## config.mk

```make
export PLATFORM = sky130hd
export DESIGN_NAME = divider_rate_ctrl
export DESIGN_NICKNAME = d
export VERILOG_FILES = /design/src/rtl/divider_rate_ctrl.sv
export SDC_FILE = /design/constraint.sdc
export NUM_CORES = 1
export LEC_CHECK = 0
export CAP_MARGIN = 20
export CORE_UTILIZATION = 57
export CTS_CLUSTER_DIAMETER = 120
export DETAILED_ROUTE_END_ITERATION = 7
export GPL_ROUTABILITY_DRIVEN = 0
export GPL_TIMING_DRIVEN = 0
export HOLD_SLACK_MARGIN = 0.15
export PLACE_DENSITY = 0.76
export SETUP_SLACK_MARGIN = 0.4
export SLEW_MARGIN = 10
export SYNTH_ARGS = -nofsm -noshare
export SYNTH_HDL_FRONTEND = slang
export SYNTH_SLANG_ARGS = --single-unit
```

## constraint.sdc

```tcl
create_clock -name clk_in -period 2.4 [get_ports clk_in]
set_clock_uncertainty 0.1 [all_clocks]
set_input_delay 0.48 -clock clk_in [delete_from_list [all_inputs] [get_ports clk_in]]
set_output_delay 0.48 -clock clk_in [all_outputs]
set_load 0.01 [all_outputs]
```

## src/rtl/divider_rate_ctrl.sv

```systemverilog
`default_nettype none
// ============================================================================
// Module   : divider_rate_ctrl
// Purpose  : Glitch-free clock divider with four rates and handshaked changes.
// Revision : 1.0 - initial release
// ============================================================================
module divider_rate_ctrl #(
    parameter int RATE_0 = 200000,
    parameter int RATE_1 = 100000,
    parameter int RATE_2 = 50000,
    parameter int RATE_3 = 25000
) (
    input  logic       clk_in,
    input  logic       reset,
    input  logic       run,
    input  logic [1:0] rate_sel,
    input  logic       rate_valid,
    output logic       rate_ready,
    output logic       clk_out,
    output logic       tick,
    output logic       busy,
    output logic [1:0] cur_rate
);

    localparam int MAX_01   = (RATE_0 > RATE_1) ? RATE_0 : RATE_1;
    localparam int MAX_23   = (RATE_2 > RATE_3) ? RATE_2 : RATE_3;
    localparam int MAX_RATE = (MAX_01 > MAX_23) ? MAX_01 : MAX_23;
    localparam int CNT_W    = $clog2(MAX_RATE + 1);

    localparam logic [CNT_W-1:0] c_tc_0 = CNT_W'(RATE_0 - 1);
    localparam logic [CNT_W-1:0] c_tc_1 = CNT_W'(RATE_1 - 1);
    localparam logic [CNT_W-1:0] c_tc_2 = CNT_W'(RATE_2 - 1);
    localparam logic [CNT_W-1:0] c_tc_3 = CNT_W'(RATE_3 - 1);

    localparam logic [1:0] c_stopped  = 2'd0;
    localparam logic [1:0] c_running  = 2'd1;
    localparam logic [1:0] c_pending  = 2'd2;
    localparam logic [1:0] c_stopping = 2'd3;

    logic [1:0]       r_state;
    logic [CNT_W-1:0] r_cnt;
    logic             r_clk;
    logic             r_tick;
    logic             r_busy;
    logic [1:0]       r_rate;
    logic [1:0]       r_pend;

    logic [CNT_W-1:0] w_tc_val;
    logic             w_tc;
    logic             w_ready;
    logic             w_hs;

    always_comb begin
        w_tc_val = c_tc_0;
        case (r_rate)
            2'd0:    w_tc_val = c_tc_0;
            2'd1:    w_tc_val = c_tc_1;
            2'd2:    w_tc_val = c_tc_2;
            default: w_tc_val = c_tc_3;
        endcase
    end

    assign w_tc    = (r_state != c_stopped) && (r_cnt == w_tc_val);
    assign w_ready = (r_state == c_stopped) || (r_state == c_running);
    assign w_hs    = rate_valid && w_ready;

    always_ff @(posedge clk_in) begin
        if (reset) begin
            r_state <= c_stopped;
            r_cnt   <= '0;
            r_clk   <= 1'b0;
            r_tick  <= 1'b0;
            r_busy  <= 1'b0;
            r_rate  <= 2'd0;
            r_pend  <= 2'd0;
        end else begin
            r_tick <= 1'b0;
            // Every active state advances the phase; branches below override.
            if (r_state != c_stopped) begin
                if (w_tc) begin
                    r_cnt  <= '0;
                    r_clk  <= ~r_clk;
                    r_tick <= 1'b1;
                end else begin
                    r_cnt <= r_cnt + CNT_W'(1);
                end
            end

            case (r_state)
                c_stopped: begin
                    r_cnt <= '0;
                    r_clk <= 1'b0;
                    if (w_hs) r_rate <= rate_sel;
                    if (run) r_state <= c_running;
                end
                c_running: begin
                    if (w_hs) begin
                        r_pend  <= rate_sel;
                        r_busy  <= 1'b1;
                        r_state <= c_pending;
                    end else if (!run && !r_clk) begin
                        // Low phase is simply stretched: stop without toggling.
                        r_cnt   <= '0;
                        r_clk   <= 1'b0;
                        r_tick  <= 1'b0;
                        r_state <= c_stopped;
                    end else if (!run) begin
                        r_state <= w_tc ? c_stopped : c_stopping;
                    end
                end
                c_pending: begin
                    if (w_tc) begin
                        r_rate <= r_pend;
                        r_busy <= 1'b0;
                        if (run)        r_state <= c_running;
                        else if (r_clk) r_state <= c_stopped;
                        else            r_state <= c_stopping;
                    end
                end
                default: begin
                    if (run)       r_state <= c_running;
                    else if (w_tc) r_state <= c_stopped;
                end
            endcase
        end
    end

    assign rate_ready = w_ready;
    assign clk_out    = r_clk;
    assign tick       = r_tick;
    assign busy       = r_busy;
    assign cur_rate   = r_rate;

endmodule
`default_nettype wire

```

==> Flow_metrics.wiki, run 1 <==
{| class="wikitable"
! Metric !! Value
|-
| Clock tree root driver cell || sky130_fd_sc_hd__clkbuf_4
|-
| Setup repair after global routing missed its margin || true
|-
| Yosys reg bits || 27
|-
| Inserted Diodes || 0
|-
| Chain of cells forming the critical path || buf_4, ha_1, xor2_1, o22ai_2, nand4b_4, nor2b_2, mux2_2
|-
| Number of routed nets with antenna violations || 0
|-
| Leakage || 0.657 nW
|-
| Clock-pin slew on the worst setup and hold paths || 0.15 ns
|-
| Warnings, synthesis || 0
|-
| Largest fanout on the critical path || 6
|-
| Wire length of the first global-routing pass || 5180 microns
|-
| DR pass1 iterations || 4
|-
| Worst-Skew Late Latency || 0.33 ns
|-
| Critical path launch point type || flop
|-
| Netlist area before placement || 0.00158 sq mm
|-
| Clock buffer count from CTS || 3
|-
| Peak per-stage delay on the critical path || 0.38 ns
|-
| Initial cell density of the core || 61.9%
|-
| Average cell area after synthesis || 8.38 sq um
|-
| Drt via density || 5.88
|-
| IR drop worst, VDD || 0.000563 V
|-
| Crit path max-delay cell type || sky130_fd_sc_hd__dfxtp_4
|-
| Data required, critical path || 2.55 ns
|-
| # clock sinks || 27
|-
| Minimum period implied by the final worst setup slack || 1.97 ns
|-
| Overall Global Routing Usage || 25.0%
|-
| Slew headroom || 64.3%
|-
| DRC violation count after routing || 0
|-
| Endpoints failing hold || 0
|-
| Portion of total power attributed to combinational logic || 23.7%
|-
| Fin crit share || 82.3%
|-
| Number of flops mapped to enable cells by yosys || 0
|-
| Clock Path Buffers || 2
|-
| Switching Share || 29.2%
|-
| Status || completed
|-
| Max-Cap Viols || 0
|-
| Number of placement rows || 18
|-
| Antenna violations before repair || 0
|-
| Count of input and output buffers || 10
|-
| Proportion of synthesized flip-flops having asynchronous set or reset || 0%
|-
| Sum of negative setup slack || 0 ns
|-
| TritonCTS clock tree || done
|-
| Leading cell types by total area after synthesis || sky130_fd_sc_hd__dfxtp_1 34%, sky130_fd_sc_hd__nor2_1 7.4%, sky130_fd_sc_hd__xnor2_1 6.7%
|-
| Fraction of power consumed by the clock network || 22.8%
|-
| Utilization after layout || 72.3%
|-
| Post-synth top area cell || sky130_fd_sc_hd__dfxtp_1
|-
| Number of DRC markers in iteration 0 || 47
|-
| Slew @ Worst Pin || 0.533 ns
|-
| Seq/Total Area, Yosys || 34.3%
|-
| Vertical die dimension || 54.6 microns
|-
| Cell-internal power || 0.629 mW
|-
| Psw || 0.260 mW
|-
| CTS Hold Buffers Added || 0
|-
| GRT overflow || 0
|-
| Via count of the first global-routing pass || 1,163
|-
| Power density over cell area || 483 mW/mm^2
|-
| Category of the worst setup path capture point || flop
|-
| Synth top area share || 34.3%
|-
| Number of distinct library cells after synthesis || 43
|-
| Syn Nets || 200
|-
| Synthesized instance count || 188
|-
| Average routed wire per standard cell || 14.7 microns
|-
| Via count || 1,387
|-
| Die extent in x || 54.6 microns
|-
| Worst Hold Depth || 2
|-
| Worst reg2reg path depth || 7
|-
| Placeable core region || 0.00254 sq mm
|-
| Total wirelength of the detailed-routed design || 3470 microns
|-
| Top-level port count || 12
|-
| Final number of setup-violating endpoints || 0
|-
| Die Footprint || 0.00298 sq mm
|-
| Critical path class || reg -> reg
|-
| Reg power frac || 53.5%
|-
| Ratio of cells with drive above 1 in the final layout || 18.4%
|-
| Maximum number of pins on one net before global-route repair || 17
|-
| Max Freq || 507 MHz
|-
| Final Slew Violations || 0
|-
| HPWL Detailed || 2430 microns
|-
| Min-delay worst type || reg -> reg
|-
| Total power || 0.889 mW
|-
| Net count reported at finish || 219
|-
| Arrival time of the worst setup path || 2.12 ns
|-
| H-tree depth || 1
|-
| Main flop type after synthesis || sky130_fd_sc_hd__dfxtp_1
|-
| Synthesis-to-layout area growth || 16.8%
|}
[placed cells by master (no fill, tap or decap), types with 5 or more instances in the layout]
cell type / n
sky130_fd_sc_hd__nand3_1: 9
sky130_fd_sc_hd__nand2_1: 17
sky130_fd_sc_hd__xor2_1: 10
sky130_fd_sc_hd__dfxtp_1: 24
sky130_fd_sc_hd__clkdlybuf4s50_1: 8
sky130_fd_sc_hd__a21oi_1: 6
sky130_fd_sc_hd__o21ai_0: 7
sky130_fd_sc_hd__nand4_1: 6
sky130_fd_sc_hd__xnor2_1: 11
sky130_fd_sc_hd__nor2_1: 31
sky130_fd_sc_hd__inv_1: 5
[worst max-delay path, delay by kind of cell (launching register included)]
kind	cells	cell delay (ns)
compound gates	1	0.24
xor+xnor	1	0.18
fa+ha+maj	1	0.20
buf+inv	1	0.15
flops	1	0.38
mux	1	0.32
simple gates	2	0.32
[worst paths after layout]
kind | slack [ns] | to | start
setup / recovery | 0.43 | clk_out | cur_rate[0]
hold / removal | 0.38 | r_pend[1] | r_pend[1]
setup reg to reg | 0.43 | clk_out | cur_rate[0]
hold reg to reg | 0.38 | r_pend[1] | r_pend[1]
[state kept, by name (all words and copies together) (netlist names)]
name      flops
tick          1
cur_rate      2
r_state       2
r_cnt        18
busy          1
r_pend        2
clk_out       1
[final cells by class]
class                      count  area [sq um]
fill                         205           706
sequential                    27           549
inverter                       7          26.3
clock buffer                   3          22.5
multi-input combinational    146          1010
tap                           30          37.5
buffer                         8          57.6
timing repair buffer          14           133
clock inverter                 1          6.26
[power by group through the flow]
stage | clock network, mW | registers, mW | logic (mW)
after floorplan | 0 | 0.489 | 0.122
after global placement | 0 | 0.490 | 0.169
after detailed placement | 0 | 0.491 | 0.174
after CTS | 0.206 | 0.474 | 0.201
after global routing | 0.220 | 0.477 | 0.232
final | 0.203 | 0.475 | 0.211
[routing by layer]
layer	GRT usage, %	part of all wire (%)
met1	33.4	46
met2	40.2	45
met3	6.11	6.9
met4	5.56	1.8
met5	0	0
[synth_stat cells, types with 2 or more instances]
cell	n
sky130_fd_sc_hd__a211oi_1	2
sky130_fd_sc_hd__a21oi_1	6
sky130_fd_sc_hd__a2bb2oi_1	2
sky130_fd_sc_hd__and4bb_2	2
sky130_fd_sc_hd__buf_2	2
sky130_fd_sc_hd__clkbuf_1	3
sky130_fd_sc_hd__dfxtp_1	27
sky130_fd_sc_hd__ha_1	6
sky130_fd_sc_hd__inv_1	7
sky130_fd_sc_hd__nand2_1	17
sky130_fd_sc_hd__nand2b_1	4
sky130_fd_sc_hd__nand3_1	9
sky130_fd_sc_hd__nand4_1	6
sky130_fd_sc_hd__nor2_1	31
sky130_fd_sc_hd__nor2b_1	2
sky130_fd_sc_hd__nor3_1	4
sky130_fd_sc_hd__nor3_2	2
sky130_fd_sc_hd__o211ai_1	4
sky130_fd_sc_hd__o21ai_0	7
sky130_fd_sc_hd__or2_2	2
sky130_fd_sc_hd__xnor2_1	12
sky130_fd_sc_hd__xor2_1	10
[per-stage QoR]
stage / hold slack [ns] / cells / cell area (sq um) / setup WS (ns)
finish: 0.384 / 236 / 1840 / 0.426
global route: 0.415 / 236 / 1840 / 0.392
floorplan: 0.337 / 188 / 1590 / 0.419
CTS: 0.383 / 236 / 1800 / 0.362
global placement: 0.350 / 228 / 1730 / 0.278
detailed placement: 0.363 / 228 / 1730 / 0.242
[cell families after synthesis]
group | Yosys count | share of synthesized area, %
compound gates | 25 | 10.4
xor+xnor | 22 | 12.2
fa+ha+maj | 6 | 4.77
buf+inv | 15 | 5.32
flops | 27 | 34.3
mux | 3 | 2.30
simple gates | 90 | 30.7
[timing repair]
action                                  CTS  global route
gates resized for setup                   3            11
cloned                                    1             0
endpoints found under the setup margin   18            27
pin swaps                                 1             3
buffers inserted                          3             0
(Power assumes the default switching activity.)
==> inputs of run 2 (changes only) <==
--- a/config.mk
+++ b/config.mk
@@ -6,13 +6,13 @@
 export NUM_CORES = 1
 export LEC_CHECK = 0
 export CAP_MARGIN = 20
-export CORE_UTILIZATION = 57
+export CORE_UTILIZATION = 52
 export CTS_CLUSTER_DIAMETER = 120
 export DETAILED_ROUTE_END_ITERATION = 7
 export GPL_ROUTABILITY_DRIVEN = 0
 export GPL_TIMING_DRIVEN = 0
 export HOLD_SLACK_MARGIN = 0.15
-export PLACE_DENSITY = 0.76
+export PLACE_DENSITY = 0.73
 export SETUP_SLACK_MARGIN = 0.4
 export SLEW_MARGIN = 10
 export SYNTH_ARGS = -nofsm -noshare
==> constraint.sdc (replaced) <==
create_clock -name clk_in -period 1.6 [get_ports clk_in]
set_clock_uncertainty 0.1 [all_clocks]
set_input_delay 0.32 -clock clk_in [delete_from_list [all_inputs] [get_ports clk_in]]
set_output_delay 0.32 -clock clk_in [all_outputs]
set_load 0.01 [all_outputs]
==> run 2 against run 1 <==
Net effect: sequential share of layout area fell by 0.70 points; sequential power grew 53%; final cell count increased by 1.3%; first-iteration DRC count decreased by 26%; clock-buffer cell count unchanged; clock power is 47% higher; cell area is 2.9% higher; the run now ends with setup timing left.
==> Flow_metrics.wiki, run 2 (synthesized netlist as in run 1, its figures left out) <==
{| class="wikitable"
! Metric !! Value
|-
| Largest fanout on the critical path || 6
|-
| Clock buffer count from CTS || 3
|-
| Via count || 1,345
|-
| Crit path max-delay cell type || sky130_fd_sc_hd__dfxtp_4
|-
| Min-delay worst type || in -> reg
|-
| Initial cell density of the core || 56.2%
|-
| Number of routed nets with antenna violations || 0
|-
| H-tree depth || 1
|-
| Final Slew Violations || 0
|-
| Net count reported at finish || 221
|-
| Drt via density || 5.63
|-
| TritonCTS clock tree || done
|-
| Worst setup slack before clock tree synthesis || -0.483 ns
|-
| Clock tree root driver cell || sky130_fd_sc_hd__clkbuf_4
|-
| Slew headroom || 62.8%
|-
| HPWL Detailed || 2590 microns
|-
| Total power || 1.37 mW
|-
| Die extent in x || 57.0 microns
|-
| Top-level port count || 12
|-
| Chain of cells forming the critical path || inv_4, ha_2, xor2_1, and4bb_2, nand4b_4, nor2b_4, mux2_4
|-
| Antenna violations before repair || 0
|-
| Critical path launch point type || flop
|-
| DRC violation count after routing || 0
|-
| Clock Path Buffers || 2
|-
| Minimum setup slack in the final design || -0.367 ns
|-
| Largest register by flop count || r_cnt
|-
| Overall Global Routing Usage || 22.8%
|-
| Flip-flop count of the largest register, all copies and words added || 18
|-
| Highest-count cells in the layout ignoring fill and taps || 31 x sky130_fd_sc_hd__nor2_1, 22 x sky130_fd_sc_hd__dfxtp_1, 16 x sky130_fd_sc_hd__nand2_1
|-
| Synthesis-to-layout area growth || 20.1%
|-
| Placeable core region || 0.00281 sq mm
|-
| Die Footprint || 0.00325 sq mm
|-
| Minimum period implied by the final worst setup slack || 1.97 ns
|-
| # clock sinks || 27
|-
| Maximum number of pins on one net before global-route repair || 16
|-
| Critical path class || reg -> reg
|-
| Category of the worst setup path capture point || flop
|-
| Area taken by flip-flops and latches || 552 sq um
|-
| IR drop worst, VDD || 0.000364 V
|-
| Vertical die dimension || 57.0 microns
|-
| Fill cell count || 240
|-
| Peak per-stage delay on the critical path || 0.43 ns
|-
| Status || complete, but fails checks
|-
| Data required, critical path || 1.73 ns
|-
| Inserted Diodes || 0
|-
| Number of placement rows || 19
|-
| Area used by multi-input combinational logic || 0.00101 sq mm
|-
| GRT overflow || 0
|-
| Number of DRC markers in iteration 0 || 35
|-
| Ratio of cells with drive above 1 in the final layout || 23.6%
|-
| Setup repair after global routing missed its margin || true
|-
| CTS Hold Buffers Added || 0
|-
| Failing checks || setup timing
|-
| Endpoints failing hold || 0
|-
| Worst-Skew Late Latency || 0.32 ns
|-
| Total wirelength of the detailed-routed design || 3490 microns
|-
| Slew @ Worst Pin || 0.555 ns
|-
| Average routed wire per standard cell || 14.6 microns
|-
| Clock-pin slew on the worst setup and hold paths || 0.15 ns
|-
| Arrival time of the worst setup path || 2.10 ns
|-
| Internal reg-to-reg setup slack || -0.37 ns
|-
| Leakage || 0.676 nW
|-
| Max Freq || 508 MHz
|-
| Wire length of the first global-routing pass || 5820 microns
|-
| DR pass1 iterations || 4
|-
| Fin crit share || 123%
|-
| Final number of setup-violating endpoints || 26
|-
| Count of input and output buffers || 10
|-
| Max-Cap Viols || 0
|-
| Power density over cell area || 723 mW/mm^2
|-
| Leading cell type in the layout, fill and taps excluded || sky130_fd_sc_hd__nor2_1
|-
| Via count of the first global-routing pass || 1,277
|}
## run 2: changes by cell type in the layout (fill, tap and decap cells not counted), sizes merged
cell,previous run,this run
clkinv,0,1
inv,8,7
buf,8,15
dlymetal6s2s,1,0
clkdlybuf4s50,8,4
## run 2: metrics by stage
stage               std cells  hold slack, ns  setup TNS (ns)  util, %  area (sq um)
floorplan                 188           0.337           -3.51        -          1620
global placement          229           0.351           -7.76     62.8          1760
detailed placement        229           0.356           -8.80     62.8          1760
CTS                       237           0.253           -7.05     66.0          1850
global route              239           0.300           -9.08     67.4          1890
finish                    239           0.268           -7.38     67.4          1890
## run 2: worst paths after layout
| path | from | endpoint | cells past startpoint |
|---|---|---|---|
| hold / removal | run | r_state[0] | 3 |
| hold reg to reg | r_pend[0] | r_pend[0] | 2 |
| setup / recovery | cur_rate[0] | clk_out | 7 |
| setup reg to reg | cur_rate[0] | clk_out | 7 |
## run 2: timing repair
| action | in CTS | in global routing |
|---|---|---|
| setup endpoints to repair | 33 | 33 |
| pin swaps | 2 | 7 |
| setup buffers | 4 | 2 |
| gates resized for setup | 39 | 5 |
## run 2: area by class of cell
class	count	share of cell area, %
timing repair buffer	16	7.80
tap	31	2.05
inverter	7	1.92
clock inverter	1	0.265
clock buffer	3	1.19
sequential	27	29.2
buffer	8	4.10
multi-input combinational	146	53.5
## run 2: power breakdown
group | internal, mW | switching [mW] | total (mW)
clock network | 0.0935 | 0.205 | 0.298
logic | 0.175 | 0.169 | 0.344
registers | 0.699 | 0.0280 | 0.727
## run 2: metal layers
layer	track usage [%]	wire length, microns	up-vias	part of all wire [%]
li1	-	-	683	-
met1	31.9	1680	634	48
met2	37.8	1680	24	48
met3	2.27	112	4	3.2
met4	5.92	23	0	0.66
met5	0	0	-	0
## run 2: worst max-delay path: cells and delay by family, from the launching register on
kind                     cells  cell delay [ns]
flip-flops                   1             0.43
AND/OR/NAND/NOR              3             0.65
adder cells (fa/ha/maj)      1             0.18
multiplexers                 1             0.30
XOR/XNOR                     1             0.16
buffers and inverters        1             0.05
==> inputs of run 3 (changes only) <==
--- a/config.mk
+++ b/config.mk
@@ -6,15 +6,16 @@
 export NUM_CORES = 1
 export LEC_CHECK = 0
 export CAP_MARGIN = 20
-export CORE_UTILIZATION = 52
+export CORE_UTILIZATION = 40
 export CTS_CLUSTER_DIAMETER = 120
 export DETAILED_ROUTE_END_ITERATION = 7
 export GPL_ROUTABILITY_DRIVEN = 0
 export GPL_TIMING_DRIVEN = 0
 export HOLD_SLACK_MARGIN = 0.15
-export PLACE_DENSITY = 0.73
+export PLACE_DENSITY = 0.58
 export SETUP_SLACK_MARGIN = 0.4
 export SLEW_MARGIN = 10
 export SYNTH_ARGS = -nofsm -noshare
 export SYNTH_HDL_FRONTEND = slang
 export SYNTH_SLANG_ARGS = --single-unit
+export TNS_END_PERCENT = 20
==> run 3 against run 2 <==
Net effect: the flow still finishes with violations (setup timing); clock-buffer cell count unchanged; sequential power about the same; routed wire length increased by 4.0%; register-to-register slack got worse by 0.02 ns; critical path depth unchanged.
==> Flow_metrics.wiki, run 3 (synthesized netlist as in run 1, its figures left out) <==
{| class="wikitable"
! Metric !! Value
|-
| Sum of negative setup slack || -8.25 ns
|-
| Inserted Diodes || 0
|-
| Min-delay worst type || reg -> reg
|-
| Max Freq || 504 MHz
|-
| # clock sinks || 27
|-
| Antenna violations before repair || 0
|-
| Worst setup slack before clock tree synthesis || -0.450 ns
|-
| RR Startpoint || cur_rate[0]
|-
| Count of input and output buffers || 10
|-
| Maximum number of pins on one net before global-route repair || 16
|-
| Minimum setup slack in the final design || -0.384 ns
|-
| Number of routed nets with antenna violations || 0
|-
| Failing checks || setup timing
|-
| Fraction of power consumed by the clock network || 25.8%
|-
| Reg power frac || 48.8%
|-
| Leading cell type in the layout, fill and taps excluded || sky130_fd_sc_hd__dfxtp_1
|-
| Launch point of the worst path || cur_rate[0]
|-
| DRC violation count after routing || 0
|-
| Number of DRC markers in iteration 0 || 80
|-
| Via count of the first global-routing pass || 1,407
|-
| Synthesis-to-layout area growth || 30.2%
|-
| Status || complete, but fails checks
|-
| Number of placement rows || 22
|-
| Via count || 1,375
|-
| Average routed wire per standard cell || 13.8 microns
|-
| Critical path launch point type || flop
|-
| Wire length of the first global-routing pass || 6110 microns
|-
| Clock-pin slew on the worst setup and hold paths || 0.10 ns
|-
| TritonCTS clock tree || done
|-
| Clock tree root driver cell || sky130_fd_sc_hd__clkbuf_8
|-
| Overall Global Routing Usage || 18.3%
|-
| GRT overflow || 0
|-
| Power density over cell area || 723 mW/mm^2
|-
| DR pass1 iterations || 4
|-
| Leakage || 0.759 nW
|-
| Vertical die dimension || 64.8 microns
|-
| IR drop worst, VDD || 0.000356 V
|-
| Endpoints failing hold || 0
|-
| Slew @ Worst Pin || 0.438 ns
|-
| Slew headroom || 70.7%
|-
| Final Slew Violations || 0
|-
| Worst-Skew Late Latency || 0.27 ns
|-
| Setup repair after global routing missed its margin || true
|-
| Clock Path Buffers || 2
|-
| Area after detailed placement || 0.00178 sq mm
|-
| Ratio of cells with drive above 1 in the final layout || 26.5%
|-
| HPWL Detailed || 2600 microns
|-
| H-tree depth || 1
|-
| Clock buffer count from CTS || 3
|-
| Net count reported at finish || 228
|-
| Max-Cap Viols || 0
|-
| Fin crit share || 124%
|-
| Data required, critical path || 1.67 ns
|-
| Top-level port count || 12
|-
| Initial cell density of the core || 42.4%
|-
| Category of the worst setup path capture point || flop
|-
| Highest-count cells in the layout ignoring fill and taps || 25 x sky130_fd_sc_hd__dfxtp_1, 24 x sky130_fd_sc_hd__nor2_1, 17 x sky130_fd_sc_hd__nand2_1
|-
| Hold Startpoint || r_pend[0]
|-
| Cell-internal power || 1.07 mW
|-
| Final number of setup-violating endpoints || 26
|-
| Switching Share || 27.9%
|-
| Psw || 0.414 mW
|-
| Largest register by flop count || r_cnt
|-
| Largest fanout on the critical path || 7
|-
| Worst-case hold slack || 0.360 ns
|-
| Arrival time of the worst setup path || 2.05 ns
|-
| Final instance area || 0.00205 sq mm
|-
| Flip-flop count of the largest register, all copies and words added || 18
|-
| Placeable core region || 0.00372 sq mm
|-
| Critical path class || reg -> reg
|-
| Portion of total power attributed to combinational logic || 25.3%
|-
| Die Footprint || 0.00419 sq mm
|-
| Fill cell count || 340
|-
| Minimum period implied by the final worst setup slack || 1.98 ns
|-
| Total wirelength of the detailed-routed design || 3630 microns
|-
| Drt via density || 5.23
|-
| Die extent in x || 64.8 microns
|}
[run 3: changes by cell type in the layout (fill, tap and decap cells not counted), sizes merged]
cell,previous run,this run
clkbuf,7,9
dlymetal6s2s,0,2
clkdlybuf4s15,0,1
buf,15,18
dlygate4sd2,1,0
[run 3: final timing paths]
path                                  end  slack, ns  cells past startpoint
worst max-delay path              clk_out      -0.38                      7
worst min register to register  r_pend[0]       0.36                      2
worst min-delay path            r_pend[0]       0.36                      2
worst max register to register    clk_out      -0.38                      7
[run 3: worst max-delay path, stage by stage (launching register included)]
cell and delay (ns):
sky130_fd_sc_hd__dfxtp_4 0.41, sky130_fd_sc_hd__inv_4 0.06, sky130_fd_sc_hd__ha_4 0.28, sky130_fd_sc_hd__and4b_1 0.23, sky130_fd_sc_hd__o211ai_1 0.10, sky130_fd_sc_hd__nand4b_4 0.24, sky130_fd_sc_hd__nor2b_2 0.16, sky130_fd_sc_hd__mux2_4 0.30
[run 3: per-layer routing]
layer	GRT usage, %	share of wire [%]
met5	0	0
met4	6.67	1.2
met3	2.82	2.8
met2	34.8	52
met1	20.2	44
[run 3: stage by stage]
step                utilization [%]  power [mW]  std cells
floorplan                         -       0.940        188
global placement               47.9        1.02        246
detailed placement             47.9        1.03        246
CTS                            51.0        1.44        258
global route                   55.2        1.57        263
finish                         55.2        1.48        263
[run 3: timing repair]
item / in CTS / in global routing
hold endpoints to repair: 0 / 0
endpoints found under the setup margin: 33 / 33
setup buffers: 8 / 3
hold buffers: 0 / 0
cloned: 0 / 2
pin swaps: 3 / 6
gates resized for setup: 16 / 31
[run 3: area by class of cell]
type | count | area (sq um) | area share [%]
Clock buffer | 3 | 41.3 | 2.01
Buffer | 8 | 77.6 | 3.78
Multi-Input combinational cell | 146 | 1040 | 50.9
Clock inverter | 1 | 5.00 | 0.244
Sequential cell | 27 | 548 | 26.7
Inverter | 7 | 33.8 | 1.65
Tap cell | 48 | 60.1 | 2.93
Timing Repair Buffer | 23 | 240 | 11.7
[run 3: power groups by stage]
stage	Clock, mW	Combinational (mW)	Sequential, mW
finish	0.383	0.375	0.724
global route	0.429	0.410	0.727
CTS	0.401	0.313	0.723
detailed placement	0	0.287	0.740
global placement	0	0.279	0.739
floorplan	0	0.201	0.738
